$ cat config.mk
export PLATFORM = sky130hd
export DESIGN_NAME = fetch_prefetch_unit
export DESIGN_NICKNAME = d
export VERILOG_FILES = /design/src/rtl/fetch_prefetch_pkg.sv /design/src/rtl/fetch_prefetch_unit_fifo.sv /design/src/rtl/fetch_prefetch_unit.sv
export SDC_FILE = /design/constraint.sdc
export NUM_CORES = 1
export LEC_CHECK = 0
export BUFFER_PORTS_ARGS = -buffer_cell sky130_fd_sc_hd__buf_4
export CAP_MARGIN = 20
export CORE_UTILIZATION = 58
export CTS_BUF_LIST = sky130_fd_sc_hd__clkbuf_8
export DETAILED_ROUTE_END_ITERATION = 8
export PLACE_DENSITY = 0.8
export SETUP_SLACK_MARGIN = 0.3
export SYNTH_ARGS = -nofsm -noshare
export SYNTH_HDL_FRONTEND = slang
export SYNTH_SLANG_ARGS = --single-unit
$ cat constraint.sdc
create_clock -name clock -period 4.6 [get_ports clock]
set_clock_uncertainty 0.2 [all_clocks]
set_input_delay 0.46 -clock clock [delete_from_list [all_inputs] [get_ports clock]]
set_output_delay 0.46 -clock clock [all_outputs]
set_load 0.01 [all_outputs]
$ cat src/rtl/fetch_prefetch_pkg.sv
// Shared defaults for the fetch front end; the top-level parameters take their defaults from here.
// Holds the width, depth and reset-PC defaults plus the counter-width helper used by the queue and the credit logic.
package fetch_prefetch_pkg;

  localparam int FETCH_WORD_WIDTH = 32;
  localparam int FETCH_ADDR_WIDTH = 14;
  localparam int FETCH_DEPTH      = 4;
  localparam int FETCH_RESET_PC   = 0;

  // Counters must hold the value DEPTH itself, not just DEPTH-1.
  function automatic int cnt_width(input int depth);
    return $clog2(depth + 1);
  endfunction

endpackage

$ cat src/rtl/fetch_prefetch_unit_fifo.sv
// Synchronous FIFO with flush and occupancy count; the write lands on the clock edge, the read is combinational from the head.
// A push is dropped when the FIFO is full unless a pop happens in the same cycle; a pop on empty is ignored; flush wins over push and pop.
module sync_fifo #(
  parameter int WIDTH = 8,
  parameter int DEPTH = 4
) (
  input  logic                         clock,
  input  logic                         nreset,
  input  logic                         push,
  input  logic [WIDTH-1:0]             push_data,
  input  logic                         pop,
  output logic [WIDTH-1:0]             pop_data,
  input  logic                         flush,
  output logic                         full,
  output logic                         empty,
  output logic [$clog2(DEPTH+1)-1:0]   count
);

  localparam int AW = $clog2(DEPTH);
  localparam int CW = $clog2(DEPTH + 1);

  logic [WIDTH-1:0] mem_q [DEPTH];
  logic [AW-1:0]    wr_ptr_q, wr_ptr_d, rd_ptr_q, rd_ptr_d;
  logic [CW-1:0]    count_q, count_d;
  logic             do_push, do_pop;

  assign empty    = (count_q == '0);
  assign full     = (count_q == CW'(DEPTH));
  assign count    = count_q;
  assign pop_data = mem_q[rd_ptr_q];
  assign do_pop   = pop && !empty;
  assign do_push  = push && (!full || do_pop);

  always_comb begin
    wr_ptr_d = wr_ptr_q;
    rd_ptr_d = rd_ptr_q;
    count_d  = count_q;
    if (flush) begin
      wr_ptr_d = '0;
      rd_ptr_d = '0;
      count_d  = '0;
    end else begin
      if (do_push) wr_ptr_d = wr_ptr_q + 1'b1;
      if (do_pop)  rd_ptr_d = rd_ptr_q + 1'b1;
      count_d = count_q + CW'(do_push) - CW'(do_pop);
    end
  end

  always_ff @(posedge clock) begin
    if (!nreset) begin
      wr_ptr_q <= '0;
      rd_ptr_q <= '0;
      count_q  <= '0;
    end else begin
      wr_ptr_q <= wr_ptr_d;
      rd_ptr_q <= rd_ptr_d;
      count_q  <= count_d;
    end
  end

  always_ff @(posedge clock) begin
    if (do_push && !flush) mem_q[wr_ptr_q] <= push_data;
  end

endmodule

$ cat src/rtl/fetch_prefetch_unit.sv
// Instruction-fetch front end: owns the PC, issues in-order word reads under a DEPTH credit cap, queues responses for decode.
// Memory latency + 1 cycle from request to decode; decode stalls back up through the queue and hold off new requests.
module fetch_prefetch_unit
  import fetch_prefetch_pkg::*;
#(
  parameter int WORD_WIDTH = FETCH_WORD_WIDTH,
  parameter int ADDR_WIDTH = FETCH_ADDR_WIDTH,
  parameter int DEPTH      = FETCH_DEPTH,
  parameter int RESET_PC   = FETCH_RESET_PC
) (
  input  logic                  clock,
  input  logic                  nreset,
  output logic                  mem_req_valid,
  output logic [ADDR_WIDTH-1:0] mem_req_addr,
  input  logic                  mem_req_ready,
  input  logic                  mem_rsp_valid,
  input  logic [WORD_WIDTH-1:0] mem_rsp_data,
  output logic                  inst_valid,
  output logic [WORD_WIDTH-1:0] inst_data,
  output logic [ADDR_WIDTH-1:0] inst_pc,
  input  logic                  inst_ready,
  input  logic                  redirect_valid,
  input  logic [ADDR_WIDTH-1:0] redirect_pc,
  output logic                  busy
);

  localparam int CW = cnt_width(DEPTH);

  typedef struct packed {
    logic [WORD_WIDTH-1:0] data;
    logic [ADDR_WIDTH-1:0] pc;
  } entry_t;

  logic [ADDR_WIDTH-1:0] fetch_pc_q, fetch_pc_d, rsp_pc_q, rsp_pc_d, redirect_base;
  logic [CW-1:0]         outstanding_q, outstanding_d, discard_q, discard_d, occupancy;
  logic [CW:0]           credit_used;
  logic                  run_q, run_d;
  logic                  req_fire, rsp_keep, push, pop, fifo_full, fifo_empty;
  entry_t                push_entry, head_entry;
  logic                  unused_redirect_lsb;

  assign redirect_base       = {redirect_pc[ADDR_WIDTH-1:2], 2'b00};
  assign unused_redirect_lsb = ^redirect_pc[1:0];

  // run_q keeps the request channel quiet for the first cycle after reset.
  assign credit_used   = {1'b0, occupancy} + {1'b0, outstanding_q};
  assign mem_req_valid = nreset && run_q && !redirect_valid && !fifo_full &&
                         (credit_used < (CW+1)'(DEPTH));
  assign mem_req_addr  = fetch_pc_q;
  assign req_fire      = mem_req_valid && mem_req_ready;

  assign rsp_keep   = mem_rsp_valid && (discard_q == '0);
  assign push       = rsp_keep && !redirect_valid;
  assign push_entry = '{data: mem_rsp_data, pc: rsp_pc_q};

  assign inst_valid = !fifo_empty;
  assign inst_data  = head_entry.data;
  assign inst_pc    = head_entry.pc;
  assign pop        = inst_valid && inst_ready;
  assign busy       = (outstanding_q != '0) || !fifo_empty;

  always_comb begin
    run_d         = 1'b1;
    fetch_pc_d    = fetch_pc_q;
    rsp_pc_d      = rsp_pc_q;
    outstanding_d = outstanding_q + CW'(req_fire) - CW'(mem_rsp_valid);
    discard_d     = discard_q;
    if (mem_rsp_valid && (discard_q != '0)) discard_d = discard_q - 1'b1;
    if (req_fire) fetch_pc_d = fetch_pc_q + ADDR_WIDTH'(4);
    if (push)     rsp_pc_d   = rsp_pc_q + ADDR_WIDTH'(4);
    // Everything still in flight after this cycle belongs to the old stream.
    if (redirect_valid) begin
      fetch_pc_d = redirect_base;
      rsp_pc_d   = redirect_base;
      discard_d  = outstanding_d;
    end
  end

  always_ff @(posedge clock) begin
    if (!nreset) begin
      run_q         <= 1'b0;
      fetch_pc_q    <= ADDR_WIDTH'(RESET_PC);
      rsp_pc_q      <= ADDR_WIDTH'(RESET_PC);
      outstanding_q <= '0;
      discard_q     <= '0;
    end else begin
      run_q         <= run_d;
      fetch_pc_q    <= fetch_pc_d;
      rsp_pc_q      <= rsp_pc_d;
      outstanding_q <= outstanding_d;
      discard_q     <= discard_d;
    end
  end

  sync_fifo #(
    .WIDTH (WORD_WIDTH + ADDR_WIDTH),
    .DEPTH (DEPTH)
  ) u_queue (
    .clock     (clock),
    .nreset    (nreset),
    .push      (push),
    .push_data (push_entry),
    .pop       (pop),
    .pop_data  (head_entry),
    .flush     (redirect_valid),
    .full      (fifo_full),
    .empty     (fifo_empty),
    .count     (occupancy)
  );

endmodule

==> results of run 1 <==
metrics by stage:
stage | cell area, um2 | utilization [%] | instances | power [W] | worst slack (ns)
final | 10500 | 72.4 | 855 | 0.00416 | 1.34
after global routing | 10500 | 72.4 | 855 | 0.00433 | 1.07
after CTS | 10500 | 72.4 | 855 | 0.00419 | 1.32
after detailed placement | 9540 | 65.9 | 768 | 0.00268 | 1.30
after global placement | 9540 | 65.9 | 768 | 0.00266 | 1.39
after floorplan | 8570 | - | 495 | 0.00251 | 1.51
kinds of logic (layout without fill, tap and decap cells):
family | count (synthesis) | after routing | synth area share (%)
other cells | 1 | 4 | 0.0438
flops | 216 | 216 | 71.1
compound gates | 54 | 54 | 3.92
fa+ha+maj | 16 | 16 | 2.52
buf+inv | 42 | 218 | 2.12
xor+xnor | 21 | 21 | 2.15
mux | 47 | 47 | 11.9
simple gates | 95 | 95 | 6.17
repair_timing:
item,4_1_cts,5_1_grt
hold buffers,32,0
gates resized for setup,0,0
hold endpoints to repair,128,0
cell usage after synthesis, drive strengths merged:
cell type  number  area share [%]
a21boi          2            0.18
o21a            2            0.18
o41ai           4            0.41
a21oi          16            0.94
clkbuf         12            0.53
nor2           18            0.98
a22oi           1           0.088
nand2          28             1.3
o22ai           1           0.073
o21ai          15            0.88
nor4b           1            0.28
a32o            1            0.12
nand3b          1            0.23
and3            2            0.15
or3             1           0.073
xnor2          17             1.7
o32ai           1            0.10
o31a            2            0.20
nor2b           1           0.073
dfxtp          40             9.4
xor2            4            0.41
and2           11            0.80
mux2i           3            0.35
edfxtp        176              62
nand3          10            0.59
mux4           44              12
nand4           4            0.29
o311ai          1            0.10
a211oi          1           0.088
a22o            1            0.10
buf            12            0.80
and4            2            0.20
fa              2            0.47
and2b           1           0.088
o31ai           2            0.18
conb            1           0.044
inv            18            0.79
nor4            4            0.29
ha             14             2.0
nor3            6            0.35
or4             2            0.18
a31oi           4            0.29
nor3b           2            0.18
and3b           1            0.10
sequential cells by signal (all words and copies together) (netlist names), named ones only:
| name | flops |
|---|---|
| u_queue.count | 3 |
| u_queue.wr_ptr_q | 2 |
| u_queue.rd_ptr_q | 2 |
| u_queue.mem_q | 176 |
| rsp_pc_q | 12 |
| discard_q | 3 |
| run_q | 1 |
| mem_req_addr | 12 |
| outstanding_q | 3 |
routing by layer:
metal | global-route usage (%) | routed length (um) | part of all wire (%) | up-vias
met5 | 0 | 0 | 0 | -
met4 | 6.70 | 182 | 1.1 | 0
met3 | 4.52 | 1060 | 6.6 | 20
met2 | 38.0 | 8250 | 51 | 178
met1 | 28.0 | 6640 | 41 | 2401
li1 | - | - | - | 2232
report_power, final:
group,switching [W],total [W],internal [W]
Sequential,0.0000568,0.00225,0.00219
Clock,0.000680,0.00149,0.000814
Combinational,0.000199,0.000418,0.000219
Total,0.000936,0.00416,0.00322
layout make-up:
type	instances	area, um2
Multi-Input combinational cell	237	2300
Inverter	18	67.6
Timing Repair Buffer	145	1170
Clock buffer	35	482
Tap cell	184	230
Clock inverter	20	135
Sequential cell	216	6090
Fill cell	864	4000
placed cells by master (no fill, tap or decap), types with 6 or more instances in the layout:
| cell | count |
|---|---|
| ha_1 | 14 |
| inv_1 | 30 |
| dfxtp_1 | 38 |
| dlygate4sd3_1 | 32 |
| nand3_1 | 10 |
| mux4_2 | 44 |
| and2_1 | 7 |
| o21ai_0 | 15 |
| buf_4 | 113 |
| nor3_1 | 6 |
| nor2_1 | 17 |
| a21oi_1 | 16 |
| nand2_1 | 27 |
| clkbuf_8 | 35 |
| edfxtp_1 | 176 |
| xnor2_1 | 17 |
final timing paths:
| path | start | endpoint | slack [ns] | cells past startpoint |
|---|---|---|---|---|
| worst min-delay path | nreset | run_q | 0.05 | 1 |
| worst min register to register | mem_req_addr[13] | mem_req_addr[13] | 0.30 | 2 |
| worst max register to register | outstanding_q[2] | discard_q[2] | 1.34 | 14 |
| worst max-delay path | outstanding_q[2] | discard_q[2] | 1.34 | 14 |
==> key figures, run 1 <==
Power and ir drop
  • VDD IR-drop max: 195 uV
  • Power Dens Cells: 397 nW/um2
  • Leakage: 3.69 nW

Layout
  • Synth-to-layout area growth: 22.5%
  • Final #Nets: 721
  • # diodes: 0
  • Share of cells above drive strength 1: 30.8%

Synth
  • Sequential-to-total area share from yosys stat: 71.1%
  • Post-Synthesis Cells: 492
  • Unique masters post-synth: 49
  • Post-Syn Area: 8550 um2
  • Synth Area per Inst: 17.4 um2
  • Ys Warns: 0
  • Synthesized flop and latch total: 216

Detailed routing
  • # DRC: 0
  • DRT Pass-1 Iters: 5
  • Post-route ant nets: 0
  • DR iter-0 viols: 327
  • Via/cell ratio: 5.65
  • Routed len/inst: 18.9 um
  • Vias: 4831
  • WL final: 16.1 mm

Floorplan
  • Die height: 123 um
  • Core footprint: 14500 um2
  • Row cnt: 44
  • Die area: 15200 um2
  • Initial Utilization: 59.1%
  • Top Ports: 115
  • Die Span X: 123 um

Global route
  • Vias in the first global route: 5058
  • Largest net degree at the start of global routing: 45
  • Initial antenna violation count: 0
  • Overflow after GRT: 0
  • Total GRT Usage: 22.0%
  • First-pass GRT wire length: 25.2 mm

Clock tree
  • Worst skew pair latency: 0.49 ns
  • Max clock buf depth: 3
  • Post-CTS Setup Bufs: 0
  • CTS clk-pin slew, worst paths: 0.06 ns
  • Htree depth: 2
  • Clk sinks: 216
  • CTS Buf Count: 35
  • TritonCTS clock tree: built
  • Root buf cell: clkbuf_8

Worst setup path
  • Top delay family on crit path: adder cells
  • CP Capture Type: flip-flop
  • Arr. time, crit path: 3.50 ns
  • CP max-delay cell: fa_1
  • Most used cell, CP: ha_1
  • CP max stage delay: 0.37 ns
  • Buf/Inv on CP: 3
  • Crit-path cells: ha_1 > nor4b_4 > nand2_4 > nor2_8 > inv_2 > ha_1 > inv_1 > ha_1 > inv_1 > fa_1 > xor2_1 > and2_1 > nor3_1 > a22o_1
  • Crit Path Class: reg -> reg
  • Worst EP required: 4.84 ns
  • Max FO, Critical Path: 13
  • CP startpoint kind: flip-flop

Timing
  • Minimum clock period: 3.26 ns
  • RSZ-0062 raised after global routing: no
  • Setup tns final: 0 ns
  • Max Slew Vio Count: 0
  • Maximum clock rate: 307 MHz
  • Hold_ws: 0.0549 ns
  • Endpoints failing setup: 0
  • Worst-Margin Slew: 0.884 ns
  • Tcrit/Tclk final: 70.9%
  • Final hold vios: 0
  • Slew Limit Headroom: 41.0%

Placed design
  • GP Congestion: 0.819
  • Hpwl dp: 9.75 mm
  • PortBufs: 108

Run status
  • Outcome: complete, no violations

Hold path
  • Hold Path Class: in -> reg

Flow run
  • Max cap viols: 0
No activity file was read; power rests on OpenSTA's default activity.
==> run 2: changes to the inputs <==
CORE_UTILIZATION = 54   (was 58)
PLACE_DENSITY = 0.78   (was 0.8)
clock period = 2.7 ns   (was 4.6 ns; I/O delays follow)
==> run 2 against run 1 <==
  * The run now ends with negative setup slack left
  * Total power is 73% higher
  * Setup slack worse by 1.4 ns
  * Final area is 5.4% higher
  * Critical endpoint unchanged
  * Hold slack improved by 0.017 ns
  * Sequential power increased by 69%
  * Combinational power grew 100%
  * Clock power increased by 69%
  * Routed wire length up 4.5%
  * Core utilization down 0.23 points
  * First-iteration DRC count is 3.1% lower
  * Non-clock buffer count increased by 36
  * Cell count grew 7.0%
==> key figures, run 2 (same netlist as run 1, synthesis figures left out) <==
Run status
  • Outcome: complete, but fails checks (was complete, no violations)
  • Failing checks: negative setup slack

Detailed routing
  • Routed len/inst: 18.4 um (was 18.9 um)
  • DR iter-0 viols: 317 (was 327)
  • DRT Pass-1 Iters: 5 (unchanged)
  • # DRC: 0 (unchanged)
  • Post-route ant nets: 0 (unchanged)
  • WL final: 16.9 mm (was 16.1 mm)
  • Via/cell ratio: 5.45 (was 5.65)
  • Vias: 4984 (was 4831)

Placed design
  • Placed Area: 9880 um2 (was 9540 um2)
  • Hpwl dp: 10.1 mm (was 9.75 mm)
  • GP Congestion: 0.910 (was 0.819)
  • Setup WS pre-CTS: -0.0989 ns (was 1.30 ns)
  • Inst Count DP: 814 (was 768)
  • PortBufs: 108 (unchanged)

Global route
  • Initial antenna violation count: 0 (unchanged)
  • Total GRT Usage: 21.2% (was 22.0%)
  • Overflow after GRT: 0 (unchanged)
  • First-pass GRT wire length: 26.3 mm (was 25.2 mm)
  • Vias in the first global route: 5239 (was 5058)
  • Largest net degree at the start of global routing: 45 (unchanged)

Clock tree
  • CTS Buf Count: 34 (was 35)
  • CTS clk-pin slew, worst paths: 0.06 ns (about the same)
  • Worst skew pair latency: 0.51 ns (was 0.49 ns)
  • Max clock buf depth: 3 (unchanged)
  • Root buf cell: clkbuf_8 (unchanged)
  • TritonCTS clock tree: built (unchanged)
  • Htree depth: 2 (unchanged)
  • Clk sinks: 216 (unchanged)

Worst setup path
  • Buf/Inv on CP: 3 (unchanged)
  • CP startpoint kind: flip-flop (unchanged)
  • Arr. time, crit path: 2.94 ns (was 3.50 ns)
  • Worst EP required: 2.89 ns (was 4.84 ns)
  • CP Capture Type: flip-flop (unchanged)
  • CP max-delay cell: dfxtp_4 (was fa_1)
  • Top delay family on crit path: adder cells (unchanged)
  • Max FO, Critical Path: 2 (was 13)
  • Crit-path cells: ha_4 > nor4b_4 > nand2_4 > nor2_8 > inv_4 > ha_4 > inv_2 > ha_4 > inv_2 > fa_2 > xor2_2 > and2_4 > nor3_2 > a22o_1 (was ha_1 > nor4b_4 > nand2_4 > nor2_8 > inv_2 > ha_1 > inv_1 > ha_1 > inv_1 > fa_1 > xor2_1 > and2_1 > nor3_1 > a22o_1)
  • Most used cell, CP: ha_4 (was ha_1)
  • CP max stage delay: 0.35 ns (was 0.37 ns)
  • Crit Path Class: reg -> reg (unchanged)

Layout
  • Final std cells w/o fill: 915 (was 855)
  • Design Area, Final: 11000 um2 (was 10500 um2)
  • Final #Nets: 756 (was 721)
  • Layout fillers: 968 (was 864)
  • Largest reg by FF count: u_queue.mem_q (unchanged)
  • Share of cells above drive strength 1: 35.8% (was 30.8%)
  • Synth-to-layout area growth: 29.1% (was 22.5%)
  • # diodes: 0 (unchanged)
  • Leading cell type in the layout, fill and taps excluded: edfxtp_1 (unchanged)
  • Max FFs per register: 176 (unchanged)
  • Most frequent cells in the layout: edfxtp_1, buf_4, dlygate4sd3_1, mux4_2, clkbuf_8 (was edfxtp_1, buf_4, mux4_2, dfxtp_1, clkbuf_8)

Floorplan
  • Core footprint: 15300 um2 (was 14500 um2)
  • Initial Utilization: 55.9% (was 59.1%)
  • Die area: 16300 um2 (was 15200 um2)
  • Top Ports: 115 (unchanged)
  • Row cnt: 45 (was 44)
  • Die Span X: 128 um (was 123 um)
  • Die height: 128 um (was 123 um)

Timing
  • Setup tns final: -0.0451 ns (was 0 ns)
  • Final worst slack: -0.0451 ns (was 1.34 ns)
  • RSZ-0062 raised after global routing: yes (was no)
  • Endpoints failing setup: 1 (was 0)
  • Tcrit/Tclk final: 102% (was 70.9%)
  • Minimum clock period: 2.75 ns (was 3.26 ns)
  • Maximum clock rate: 364 MHz (was 307 MHz)
  • Hold_ws: 0.0720 ns (was 0.0549 ns)
  • Max Slew Vio Count: 0 (unchanged)
  • Final hold vios: 0 (unchanged)

Power and ir drop
  • Leakage: 3.90 nW (was 3.69 nW)
  • Power Dens Cells: 650 nW/um2 (was 397 nW/um2)
  • VDD IR-drop max: 451 uV (was 195 uV)

Hold path
  • Hold Path Class: in -> reg (unchanged)

Flow run
  • Max cap viols: 0 (unchanged)
[run 2: changes by cell type in the layout (fill, tap and decap cells not counted), moves of 3 or more]
cell / change
ha_4: +3
dfxtp_1: -3
and2_4: +3
dlygate4sd3_1: +13
buf_12: +8
clkbuf_8: +3
ha_1: -5
buf_4: +11
inv_1: -5
[run 2: repair_timing]
item | CTS | global route
hold endpoints to repair | 153 | 0
buffers inserted | 3 | 0
pin swaps | 11 | 6
hold buffers | 45 | 0
gates cloned | 0 | 1
setup endpoints to repair | 9 | 28
resized for setup | 10 | 5
[run 2: tightest hold or removal path: stages]
cell and delay (ns):
buf_4 0.08, buf_4 0.23, o32ai_1 0.13
[run 2: worst paths after layout]
path / startpoint / to / slack (ns) / cells after the start
worst max-delay path: u_queue.count[2] / discard_q[2] / -0.05 / 14
worst max register to register: u_queue.count[2] / discard_q[2] / -0.05 / 14
worst min-delay path: redirect_valid / mem_req_addr[13] / 0.07 / 3
worst min register to register: mem_req_addr[13] / mem_req_addr[13] / 0.31 / 2
[run 2: metal layers]
metal / routed length [um] / vias to the layer above / track usage [%]
met5: 0 / - / 0
li1: - / 2297 / -
met2: 8720 / 182 / 36.6
met3: 946 / 25 / 4.88
met4: 280 / 0 / 7.89
met1: 6910 / 2480 / 26.2
[run 2: per-stage QoR]
| step | utilization (%) | power, W |
|---|---|---|
| after detailed placement | 64.5 | 0.00464 |
| final | 72.1 | 0.00718 |
| after floorplan | - | 0.00429 |
| after global routing | 72.1 | 0.00748 |
| after CTS | 71.8 | 0.00723 |
| after global placement | 64.5 | 0.00461 |
[run 2: area by class of cell]
cell class | instances | area [um2] | area share, %
Sequential cell | 216 | 6100 | 55.2
Multi-Input combinational cell | 237 | 2390 | 21.7
Timing Repair Buffer | 181 | 1620 | 14.6
Clock buffer | 38 | 523 | 4.73
Tap cell | 211 | 264 | 2.39
Clock inverter | 14 | 83.8 | 0.759
Inverter | 18 | 70.1 | 0.634
[run 2: power breakdown]
| part | internal, W | total, W | switching, W |
|---|---|---|---|
| Combinational | 0.000461 | 0.000850 | 0.000389 |
| Sequential | 0.00373 | 0.00381 | 0.0000801 |
| Clock | 0.00137 | 0.00252 | 0.00115 |
| Total | 0.00556 | 0.00718 | 0.00162 |
